### src/rtl/ham_pkg.sv
// Shared Hamming(7,4) definitions for the encoder/decoder pair.
//   CODE_W / DATA_W / SYN_W : codeword, data and syndrome widths
//   *_IDX                   : codeword bit index of each Hamming position (bit k-1 = position k)
//   ham_syndrome()          : 3-bit syndrome {s3,s2,s1}; value = erroneous position, 0 = clean
//   ham_extract()           : pulls {d4,d3,d2,d1} out of a codeword
//   ham_dec_word_t          : one decoded result as held in the output stage
package ham_pkg;

  localparam int unsigned CODE_W = 7;
  localparam int unsigned DATA_W = 4;
  localparam int unsigned SYN_W  = 3;

  localparam int unsigned P1_IDX = 0;
  localparam int unsigned P2_IDX = 1;
  localparam int unsigned D1_IDX = 2;
  localparam int unsigned P3_IDX = 3;
  localparam int unsigned D2_IDX = 4;
  localparam int unsigned D3_IDX = 5;
  localparam int unsigned D4_IDX = 6;

  typedef struct packed {
    logic [DATA_W-1:0] data;
    logic              err;
    logic [SYN_W-1:0]  syn;
  } ham_dec_word_t;

  function automatic logic [SYN_W-1:0] ham_syndrome(input logic [CODE_W-1:0] code);
    logic [SYN_W-1:0] syn;
    syn[0] = code[P1_IDX] ^ code[D1_IDX] ^ code[D2_IDX] ^ code[D4_IDX];
    syn[1] = code[P2_IDX] ^ code[D1_IDX] ^ code[D3_IDX] ^ code[D4_IDX];
    syn[2] = code[P3_IDX] ^ code[D2_IDX] ^ code[D3_IDX] ^ code[D4_IDX];
    return syn;
  endfunction

  function automatic logic [DATA_W-1:0] ham_extract(input logic [CODE_W-1:0] code);
    return {code[D4_IDX], code[D3_IDX], code[D2_IDX], code[D1_IDX]};
  endfunction

endpackage

### src/rtl/ham_decoder_pipe_if.sv
// Stream bus of the Hamming(7,4) decoder.
//   in_valid/in_ready/in_code        : codeword input handshake
//   out_valid/out_ready/out_data/
//   out_err/out_syn                  : decoded result handshake
//   out_dpar                         : data parity, only with HAM_DEC_DATA_PARITY_EN defined
// Modports: slave = the decoder, master = the environment driving/consuming it.
interface ham_decoder_pipe_if;
  import ham_pkg::*;

  logic              in_valid;
  logic              in_ready;
  logic [CODE_W-1:0] in_code;
  logic              out_valid;
  logic              out_ready;
  logic [DATA_W-1:0] out_data;
  logic              out_err;
  logic [SYN_W-1:0]  out_syn;
`ifdef HAM_DEC_DATA_PARITY_EN
  logic              out_dpar;

  modport slave (
    input  in_valid, in_code, out_ready,
    output in_ready, out_valid, out_data, out_err, out_syn, out_dpar
  );
  modport master (
    output in_valid, in_code, out_ready,
    input  in_ready, out_valid, out_data, out_err, out_syn, out_dpar
  );
`else
  modport slave (
    input  in_valid, in_code, out_ready,
    output in_ready, out_valid, out_data, out_err, out_syn
  );
  modport master (
    output in_valid, in_code, out_ready,
    input  in_ready, out_valid, out_data, out_err, out_syn
  );
`endif

endinterface

### src/rtl/ham_correct.sv
// Combinational single-error corrector for Hamming(7,4).
//   code_i : received codeword
//   syn_i  : its syndrome (erroneous position, 0 = clean)
//   data_o : corrected data {d4,d3,d2,d1}
// A parity-position syndrome flips a parity bit, so data passes through unchanged.
module ham_correct
  import ham_pkg::*;
(
  input  logic [CODE_W-1:0] code_i,
  input  logic [SYN_W-1:0]  syn_i,
  output logic [DATA_W-1:0] data_o
);

  logic [CODE_W-1:0] flip;
  logic [CODE_W-1:0] fixed;

  always_comb begin
    flip = '0;
    // Position k lives at bit k-1; syndrome 0 leaves the mask empty.
    for (int k = 0; k < CODE_W; k++) begin
      flip[k] = (syn_i == SYN_W'(k + 1));
    end
    fixed  = code_i ^ flip;
    data_o = ham_extract(fixed);
  end

endmodule

### src/rtl/ham_decoder_pipe.sv
// Streaming Hamming(7,4) decoder, two registered stages.
//   clk, rst : clock and asynchronous active-high reset
//   bus      : ham_decoder_pipe_if.slave (codeword in, decoded data/err/syndrome out)
//   cnt_clr  : synchronous clear of err_cnt (wins over an increment)
//   err_cnt  : saturating count of delivered words that carried a correction
// S1 captures the codeword and its syndrome; S2 applies the correction and is the
// output register. Holds at most two words; full throughput when out_ready stays high.
// Optional HAM_DEC_DATA_PARITY_EN adds bus.out_dpar = XOR of the corrected data.
module ham_decoder_pipe
  import ham_pkg::*;
#(
  parameter int unsigned CNT_W = 8
) (
  input  logic             clk,
  input  logic             rst,
  ham_decoder_pipe_if.slave bus,
  input  logic             cnt_clr,
  output logic [CNT_W-1:0] err_cnt
);

  localparam logic [CNT_W-1:0] CntMax = {CNT_W{1'b1}};

  logic              v1_q, v1_d;
  logic [CODE_W-1:0] code1_q, code1_d;
  logic [SYN_W-1:0]  syn1_q, syn1_d;

  logic              v2_q, v2_d;
  ham_dec_word_t     out_q, out_d;

  logic [CNT_W-1:0]  cnt_q, cnt_d;

  logic              adv2;
  logic              accept;
  logic              out_xfer;
  logic [DATA_W-1:0] corr_data;

  ham_correct u_correct (
    .code_i (code1_q),
    .syn_i  (syn1_q),
    .data_o (corr_data)
  );

  // S2 can take a new word when empty or when its current word leaves this cycle.
  assign adv2         = ~v2_q | bus.out_ready;
  assign bus.in_ready = ~v1_q | adv2;
  assign accept       = bus.in_valid & bus.in_ready;
  assign out_xfer     = v2_q & bus.out_ready;

  always_comb begin
    code1_d = code1_q;
    syn1_d  = syn1_q;
    v2_d    = v2_q;
    out_d   = out_q;
    cnt_d   = cnt_q;

    if (accept) begin
      code1_d = bus.in_code;
      syn1_d  = ham_syndrome(bus.in_code);
    end
    // S1 stays full only if it held a word that could not move on.
    v1_d = accept | (v1_q & ~adv2);

    if (adv2) begin
      v2_d = v1_q;
      if (v1_q) begin
        out_d.data = corr_data;
        out_d.err  = (syn1_q != '0);
        out_d.syn  = syn1_q;
      end
    end

    if (cnt_clr) begin
      cnt_d = '0;
    end else if (out_xfer && out_q.err && (cnt_q != CntMax)) begin
      cnt_d = cnt_q + CNT_W'(1);
    end
  end

  always_ff @(posedge clk or posedge rst) begin
    if (rst) begin
      v1_q    <= 1'b0;
      code1_q <= '0;
      syn1_q  <= '0;
      v2_q    <= 1'b0;
      out_q   <= '0;
      cnt_q   <= '0;
    end else begin
      v1_q    <= v1_d;
      code1_q <= code1_d;
      syn1_q  <= syn1_d;
      v2_q    <= v2_d;
      out_q   <= out_d;
      cnt_q   <= cnt_d;
    end
  end

`ifdef HAM_DEC_DATA_PARITY_EN
  logic dpar_q, dpar_d;

  always_comb begin
    dpar_d = dpar_q;
    if (adv2 && v1_q) begin
      dpar_d = ^corr_data;
    end
  end

  always_ff @(posedge clk or posedge rst) begin
    if (rst) begin
      dpar_q <= 1'b0;
    end else begin
      dpar_q <= dpar_d;
    end
  end

  assign bus.out_dpar = dpar_q;
`endif

  assign bus.out_valid = v2_q;
  assign bus.out_data  = out_q.data;
  assign bus.out_err   = out_q.err;
  assign bus.out_syn   = out_q.syn;
  assign err_cnt       = cnt_q;

endmodule

### src/flat_wrapper.sv
// flat-port wrapper written by rule: the top's interface ports become plain ports
module ham_decoder_pipe_flat import ham_pkg::*;
#(
  parameter int unsigned CNT_W = 8
)
  (clk, rst, cnt_clr, err_cnt, bus_in_valid, bus_in_code, bus_out_ready, bus_in_ready, bus_out_valid, bus_out_data, bus_out_err, bus_out_syn);
  ham_decoder_pipe_if bus_i ();
  input  logic clk;
  input  logic rst;
  input  logic cnt_clr;
  output logic [CNT_W-1:0] err_cnt;
  input wire logic [$bits(bus_i.in_valid)-1:0] bus_in_valid;
  input wire logic [$bits(bus_i.in_code)-1:0] bus_in_code;
  input wire logic [$bits(bus_i.out_ready)-1:0] bus_out_ready;
  output wire logic [$bits(bus_i.in_ready)-1:0] bus_in_ready;
  output wire logic [$bits(bus_i.out_valid)-1:0] bus_out_valid;
  output wire logic [$bits(bus_i.out_data)-1:0] bus_out_data;
  output wire logic [$bits(bus_i.out_err)-1:0] bus_out_err;
  output wire logic [$bits(bus_i.out_syn)-1:0] bus_out_syn;
  assign bus_i.in_valid = bus_in_valid;
  assign bus_i.in_code = bus_in_code;
  assign bus_i.out_ready = bus_out_ready;
  assign bus_in_ready = bus_i.in_ready;
  assign bus_out_valid = bus_i.out_valid;
  assign bus_out_data = bus_i.out_data;
  assign bus_out_err = bus_i.out_err;
  assign bus_out_syn = bus_i.out_syn;
  ham_decoder_pipe #(.CNT_W(CNT_W)) u_core (.clk(clk), .rst(rst), .bus(bus_i), .cnt_clr(cnt_clr), .err_cnt(err_cnt));
endmodule
### config.mk
export PLATFORM = sky130hd
export DESIGN_NAME = ham_decoder_pipe_flat
export DESIGN_NICKNAME = d
export VERILOG_FILES = /design/src/rtl/ham_pkg.sv /design/src/rtl/ham_decoder_pipe_if.sv /design/src/rtl/ham_correct.sv /design/src/rtl/ham_decoder_pipe.sv /design/src/flat_wrapper.sv
export SDC_FILE = /design/constraint.sdc
export NUM_CORES = 1
export LEC_CHECK = 0
export BUFFER_PORTS_ARGS = -buffer_cell sky130_fd_sc_hd__buf_2
export CAP_MARGIN = 40
export CORE_ASPECT_RATIO = 1.4
export CORE_UTILIZATION = 52
export DETAILED_ROUTE_END_ITERATION = 8
export GPL_ROUTABILITY_DRIVEN = 0
export HOLD_SLACK_MARGIN = 0.05
export PLACE_DENSITY = 0.89
export SLEW_MARGIN = 20
export SYNTH_ARGS = -nofsm -noshare
export SYNTH_HDL_FRONTEND = slang
export SYNTH_SLANG_ARGS = --single-unit
### constraint.sdc
create_clock -name clk -period 2.2 [get_ports clk]
set_clock_uncertainty 0.1 [all_clocks]
set_input_delay 0.11 -clock clk [delete_from_list [all_inputs] [get_ports clk]]
set_output_delay 0.11 -clock clk [all_outputs]
set_load 0.05 [all_outputs]
==> run summary, run 1 <==
SETUP PATH
---------------------------------------------------------------------------------------
Biggest fanout along the worst timing path                                            6
Worst setup SP type                                                                flop
Arrival time worst endpoint                                                     1.91 ns
Capturing element type of the critical path                                        flop
Worst EP required                                                               2.32 ns
Critical path type                                                           reg -> reg

DETAILED ROUTING
---------------------------------------------------------------------------------------
1st-pass router iterations                                                            8
Number of violations reported at the end of detailed-routing iteration 0             16
Number of nets with antenna violations after detailed routing                         0
DR WL/cell                                                                      15.3 um
Routed via count divided by cell count                                             5.93
Number of remaining DRC errors                                                        1
Via count of the routed design                                                      996
Detailed-route wire length                                                      2570 um

LOGIC SYNTHESIS
---------------------------------------------------------------------------------------
Cell type with the largest total area after synthesis                           dfrtp_1
Cell Area, Synth                                                            0.00129 mm2
#FFs+latches synth                                                                   25
Average cell area after synthesis                                              12.2 um2
Syn nets                                                                            119
Number of synthesized flops with an enable pin                                        0
Fraction of registers with async set/reset                                         100%
Dominant synthesized flop cell                                                  dfrtp_1
Sequential area share after synthesis                                             48.5%
Top post-synthesis cells by area                                           dfrtp_1 (49%), mux2_2 (12%), xnor2_1 (6.8%), mux2_4 (3.5%), nand2b_1 (2.4%)
Synth Instances                                                                     106
Cell with the most instances after synthesis                                    dfrtp_1
Most frequent cells after synthesis                                        dfrtp_1 (25), mux2_2 (14), xnor2_1 (10)
Share of the synthesized area in the top cell type                                48.5%
Synth cell types                                                                     32
Number of warnings issued by yosys                                                    0

CLOCK TREE
---------------------------------------------------------------------------------------
Clock transition at the registers of the reported paths                         0.14 ns
Number of buffers created by CTS                                                      3
Number of H-tree branching levels                                                     1
Post-CTS Setup Bufs                                                                   0
Number of sinks handled by clock tree synthesis                                      25
CTS tree                                                                           done
Clock Tree Root                                                                clkbuf_4
Maximum count of clock buffers along a single path                                    2
Clock latency at the later pin of the worst-skew pair                           0.32 ns

FLOORPLANNING
---------------------------------------------------------------------------------------
Number of ports placed on the die boundary                                           30
Floorplan Core Area                                                         0.00236 mm2
Die outline height                                                              60.9 um
Die span in x                                                                   44.1 um
Starting Density                                                                  54.5%
Count of standard-cell rows                                                          21
Die area                                                                    0.00268 mm2

PWR
---------------------------------------------------------------------------------------
Total internal power                                                           0.822 mW
Gate power share                                                                  40.4%
Leak                                                                           0.707 nW
P_sw                                                                           0.605 mW
Overall power after layout                                                      1.43 mW
Portion of total power attributed to sequential cells                             44.8%
Clock power frac                                                                  14.8%
Peak supply drop                                                             0.000603 V
Sw Ratio                                                                          42.4%
Power density over cell area                                                 914 mW/mm2

PLACED DESIGN
---------------------------------------------------------------------------------------
Dpl cells                                                                           157
Post-Place Setup Slack                                                         0.438 ns
Hpwl dp                                                                         1910 um
PortBufs                                                                             29

TIMING
---------------------------------------------------------------------------------------
Clock period minus worst slack                                                  1.79 ns
Max-slew headroom at the worst pin                                                78.9%
Smallest setup slack after layout                                              0.413 ns
Slew @ Worst Pin                                                               0.316 ns
Endpoints failing hold                                                                0
Setup TNS                                                                          0 ns
Hold slack final                                                              0.0761 ns
Top achievable clock speed                                                    0.560 GHz
Setup repair after global routing missed its margin                               false
Number of max-slew violations in the final report                                     0
Ratio of final minimum period to clock period                                     81.2%
Count of final setup violators                                                        0

GRT
---------------------------------------------------------------------------------------
Antenna violations before repair                                                      0
Pin count of the biggest net entering global routing                                 26
Number of global-route vias before repair                                           983
First-pass GRT wire length                                                      4310 um
Global router's overall resource usage                                            21.9%
Global route total overflow                                                           0

OUTCOME
---------------------------------------------------------------------------------------
Result of the run                                                          complete, but fails checks
Violations in the final reports                                            design-rule violations

FINISH
---------------------------------------------------------------------------------------
Number of cells in the finished layout apart from fillers                           168
Share of cells above drive strength 1                                             40.0%
Nets@finish                                                                         159
Antenna cell count                                                                    0
Area growth, synth to finish                                                      21.2%

MIN PATH
---------------------------------------------------------------------------------------
Class of the tightest hold or removal check                                   in -> reg

RUN
---------------------------------------------------------------------------------------
MaxCap Viol Count                                                                     0

==> placed cells by master, fill, tap and decap left out <==
master and instances:
ha_1 1, dfrtp_1 25, a211oi_2 1, a211oi_1 2, nand3_1 4, a21oi_2 2
buf_2 29, nor2_1 4, a41o_1 1, mux2_4 3, nor3_1 3, xor2_2 1
buf_4 1, xor2_1 1, dlygate4sd3_1 7, and4_1 1, clkinvlp_4 1, and2_1 1
nand2b_1 5, nor2b_1 4, mux2i_1 1, and3b_1 1, clkbuf_4 3, and3_1 3
nand3b_1 4, a21oi_1 1, a21boi_0 1, nand2_2 2, and4_4 1, xnor2_1 10
nand4_1 1, a31oi_1 3, a41oi_1 2, mux2_2 14, inv_1 1
==> what timing repair did <==
action / CTS / global route
gates resized for setup: 0 / 0
endpoints found under the hold margin: 33 / 0
setup endpoints to repair: 0 / 0
hold buffers: 7 / 0
==> kinds of logic (layout without fill, tap and decap cells) <==
group | after synthesis | count (layout) | synth area share [%]
XOR/XNOR | 12 | 12 | 8.74
adder cells (fa/ha/maj) | 1 | 1 | 0.971
AND/OR/NAND/NOR | 34 | 34 | 16.2
flip-flops | 25 | 25 | 48.5
AO/OA/AOI/OAI | 13 | 13 | 8.06
buffers and inverters | 3 | 42 | 0.970
multiplexers | 18 | 18 | 16.5
==> cell type report <==
cell class,count,area (um2)
Inverter,1,3.75
Multi-Input combinational cell,78,651
Sequential cell,25,626
Clock inverter,1,7.51
Fill cell,202,803
Timing Repair Buffer,37,223
Tap cell,23,28.8
Clock buffer,3,22.5
==> path summary, 6_finish.rpt <==
path	end	depth (start not counted)	slack (ns)	start
setup reg to reg	u_core.err_cnt[3]	4	0.41	u_core.err_cnt[0]
hold reg to reg	u_core.bus.out_data[1]	1	0.42	u_core.bus.out_data[1]
min in group asynchronous	u_core.syn1_q[2]	4	0.26	rst
max in group asynchronous	u_core.code1_q[5]	4	1.50	rst
setup / recovery	u_core.err_cnt[3]	4	0.41	u_core.err_cnt[0]
hold / removal	u_core.v1_q	3	0.08	bus_out_ready
==> routing by layer <==
| metal | part of all wire [%] | GRT usage [%] |
|---|---|---|
| met5 | 0 | 0 |
| met4 | 1.4 | 11.7 |
| met3 | 5.3 | 2.08 |
| met2 | 57 | 42.6 |
| met1 | 37 | 22.2 |
==> state kept, by name (all words and copies together) (netlist names) <==
signal / count
u_core.syn1_q: 3
u_core.bus.out_valid: 1
u_core.bus.out_err: 1
u_core.bus.out_data: 4
u_core.bus.out_syn: 3
u_core.code1_q: 4
u_core.err_cnt: 8
u_core.v1_q: 1
==> worst max-delay path: stages, from the launching register on <==
cell	delay (ns)
dfrtp_1	0.46
ha_1	0.28
and4_4	0.25
a211oi_2	0.29
mux2_4	0.32
==> through the flow <==
stage | cell area, um2 | util, %
6_report | 1560 | 66.0
5_1_grt | 1560 | 66.0
2_1_floorplan | 1290 | -
3_3_place_gp | 1460 | 61.8
3_5_place_dp | 1460 | 61.8
4_1_cts | 1560 | 66.0
==> power groups by stage <==
stage	combinational [mW]	sequential, mW	clock (mW)
floorplan	0.200	0.882	0
global placement	0.562	0.639	0
detailed placement	0.571	0.648	0
CTS	0.582	0.637	0.217
global route	0.613	0.652	0.228
finish	0.577	0.639	0.211
Power figures use the tool's default switching activity.
==> run 2, diff against run 1 <==
clock period = 1.9 ns   (was 2.2 ns; I/O delays follow)
==> run 2 against run 1 <==
- the flow now finishes without violations
- sequential cell count did not move
- first-iteration DRC count rose by 50%
- sequential power rose by 17%
- critical path depth did not move
- utilization rose by 1.2 points
- register-to-register slack got worse by 0.24 ns
- non-clock buffer count did not move
- setup slack got worse by 0.24 ns
- critical endpoint unchanged
==> run summary, run 2 (same netlist as run 1, synthesis figures left out) <==
TIMING
---------------------------------------------------------------------------------------
Top achievable clock speed                                                    0.581 GHz
Clock period minus worst slack                                                  1.72 ns
Count of final setup violators                                                        0
Endpoints failing hold                                                                0
Slew @ Worst Pin                                                               0.301 ns
Hold slack final                                                              0.0983 ns
Ratio of final minimum period to clock period                                     90.6%
Max-slew headroom at the worst pin                                                79.9%
Number of max-slew violations in the final report                                     0
Setup TNS                                                                          0 ns
Setup repair after global routing missed its margin                               false

MIN PATH
---------------------------------------------------------------------------------------
Number of instances on the worst hold path                                            3
Hold wc startpoint                                                         bus_out_ready
Class of the tightest hold or removal check                                   in -> reg

PWR
---------------------------------------------------------------------------------------
Overall power after layout                                                      1.66 mW
Power density over cell area                                                1040 mW/mm2
Leak                                                                           0.742 nW
Peak supply drop                                                             0.000916 V

DETAILED ROUTING
---------------------------------------------------------------------------------------
Number of remaining DRC errors                                                        0
1st-pass router iterations                                                            6
DR WL/cell                                                                      15.0 um
Routed via count divided by cell count                                             5.76
Via count of the routed design                                                      968
Detailed-route wire length                                                      2520 um
Number of nets with antenna violations after detailed routing                         0
Number of violations reported at the end of detailed-routing iteration 0             24

CLOCK TREE
---------------------------------------------------------------------------------------
Number of H-tree branching levels                                                     1
Clock latency at the later pin of the worst-skew pair                           0.31 ns
Clock Tree Root                                                                clkbuf_4
Clock transition at the registers of the reported paths                         0.12 ns
CTS tree                                                                           done
CTS resizes                                                                           0
Number of sinks handled by clock tree synthesis                                      25
Number of buffers inserted for hold repair after clock tree synthesis                 7
Maximum count of clock buffers along a single path                                    2
Post-CTS Setup Bufs                                                                   0
Number of buffers created by CTS                                                      3

PLACED DESIGN
---------------------------------------------------------------------------------------
Dpl cells                                                                           157
Hpwl dp                                                                         1840 um
PortBufs                                                                             29
Placement Cell Area                                                         0.00149 mm2

FLOORPLANNING
---------------------------------------------------------------------------------------
Count of standard-cell rows                                                          21
Number of ports placed on the die boundary                                           30
Starting Density                                                                  54.5%
Die span in x                                                                   44.1 um
Die area                                                                    0.00268 mm2
Floorplan Core Area                                                         0.00236 mm2
Die outline height                                                              60.9 um

GRT
---------------------------------------------------------------------------------------
Number of global-route vias before repair                                           912
First-pass GRT wire length                                                      4100 um
Pin count of the biggest net entering global routing                                 26
Global route total overflow                                                           0
Global router's overall resource usage                                            21.0%
Antenna violations before repair                                                      0

SETUP PATH
---------------------------------------------------------------------------------------
Worst r2r src                                                              u_core.err_cnt[0]
Worst setup SP type                                                                flop
Capturing element type of the critical path                                        flop
Arrival time worst endpoint                                                     1.84 ns
Top Family by Delay on Critical Path                                         flip-flops
Origin of the worst setup path                                             u_core.err_cnt[0]
Max incr delay on CP                                                            0.45 ns
Path length in cells of the critical path                                             4
Cells along the critical path                                              ha_1, and4_4, a211oi_2, mux2_4
Worst EP required                                                               2.02 ns
CP bufs+invs                                                                          0
CP max-delay cell                                                               dfrtp_1
Worst reg2reg path depth                                                              4
Critical path type                                                           reg -> reg
Biggest fanout along the worst timing path                                            6

FINISH
---------------------------------------------------------------------------------------
Finished Cell Area                                                          0.00159 mm2
Largest register FFs                                                                  8
Number of cells in the finished layout apart from fillers                           168
Commonest cells after routing, fill and taps aside                         buf_2 (29), dfrtp_1 (24), xnor2_1 (10), mux2_4 (10)
Nets@finish                                                                         159
Share of cells above drive strength 1                                             40.0%
Area growth, synth to finish                                                      23.4%
Most common library cell in the layout ignoring fill and taps                     buf_2
Layout filler cell count                                                            202
Antenna cell count                                                                    0

RUN
---------------------------------------------------------------------------------------
MaxCap Viol Count                                                                     0

OUTCOME
---------------------------------------------------------------------------------------
Result of the run                                                          finished, final reports clean

run 2: final cells by class:
cell class	count	area [um2]	share of cell area, %
multi-input cells	78	682	42.9
flip-flops and latches	25	627	39.4
repair buffers	37	223	14.0
well taps	23	28.8	1.81
clock buffers	4	26.3	1.65
inverters	1	3.75	0.236
run 2: per-stage QoR:
step	setup slack [ns]	utilization (%)
after floorplan	-0.0240	-
after global placement	0.243	63.2
after detailed placement	0.200	63.2
after CTS	0.178	67.2
after global routing	0.0936	67.2
final	0.178	67.2
run 2: path summary, 6_finish.rpt:
check,end,slack [ns]
worst min-delay path,u_core.bus.out_valid,0.1
worst max-delay path,u_core.err_cnt[3],0.18
max in group asynchronous,u_core.bus.out_valid,1.19
worst min register to register,u_core.bus.out_data[3],0.42
min in group asynchronous,u_core.err_cnt[3],0.26
worst max register to register,u_core.err_cnt[3],0.18
run 2: where the power goes:
group	internal (mW)	leakage (nW)	switching (mW)
Combinational	0.246	0.422	0.443
Clock	0.0821	0.0150	0.145
Sequential	0.645	0.305	0.0997
Total	0.973	0.742	0.688
run 2: routing by layer:
metal	part of all wire (%)	GRT usage (%)	vias to the layer above
met2	55	39.5	30
met1	39	23.1	468
li1	-	-	463
met3	3.3	1.79	7
met5	0	0	-
met4	2.6	10.8	0
run 2: worst min-delay path, cell delays in order:
cell and delay (ns):
buf_2 0.12, nand2b_1 0.20, nand2b_1 0.07
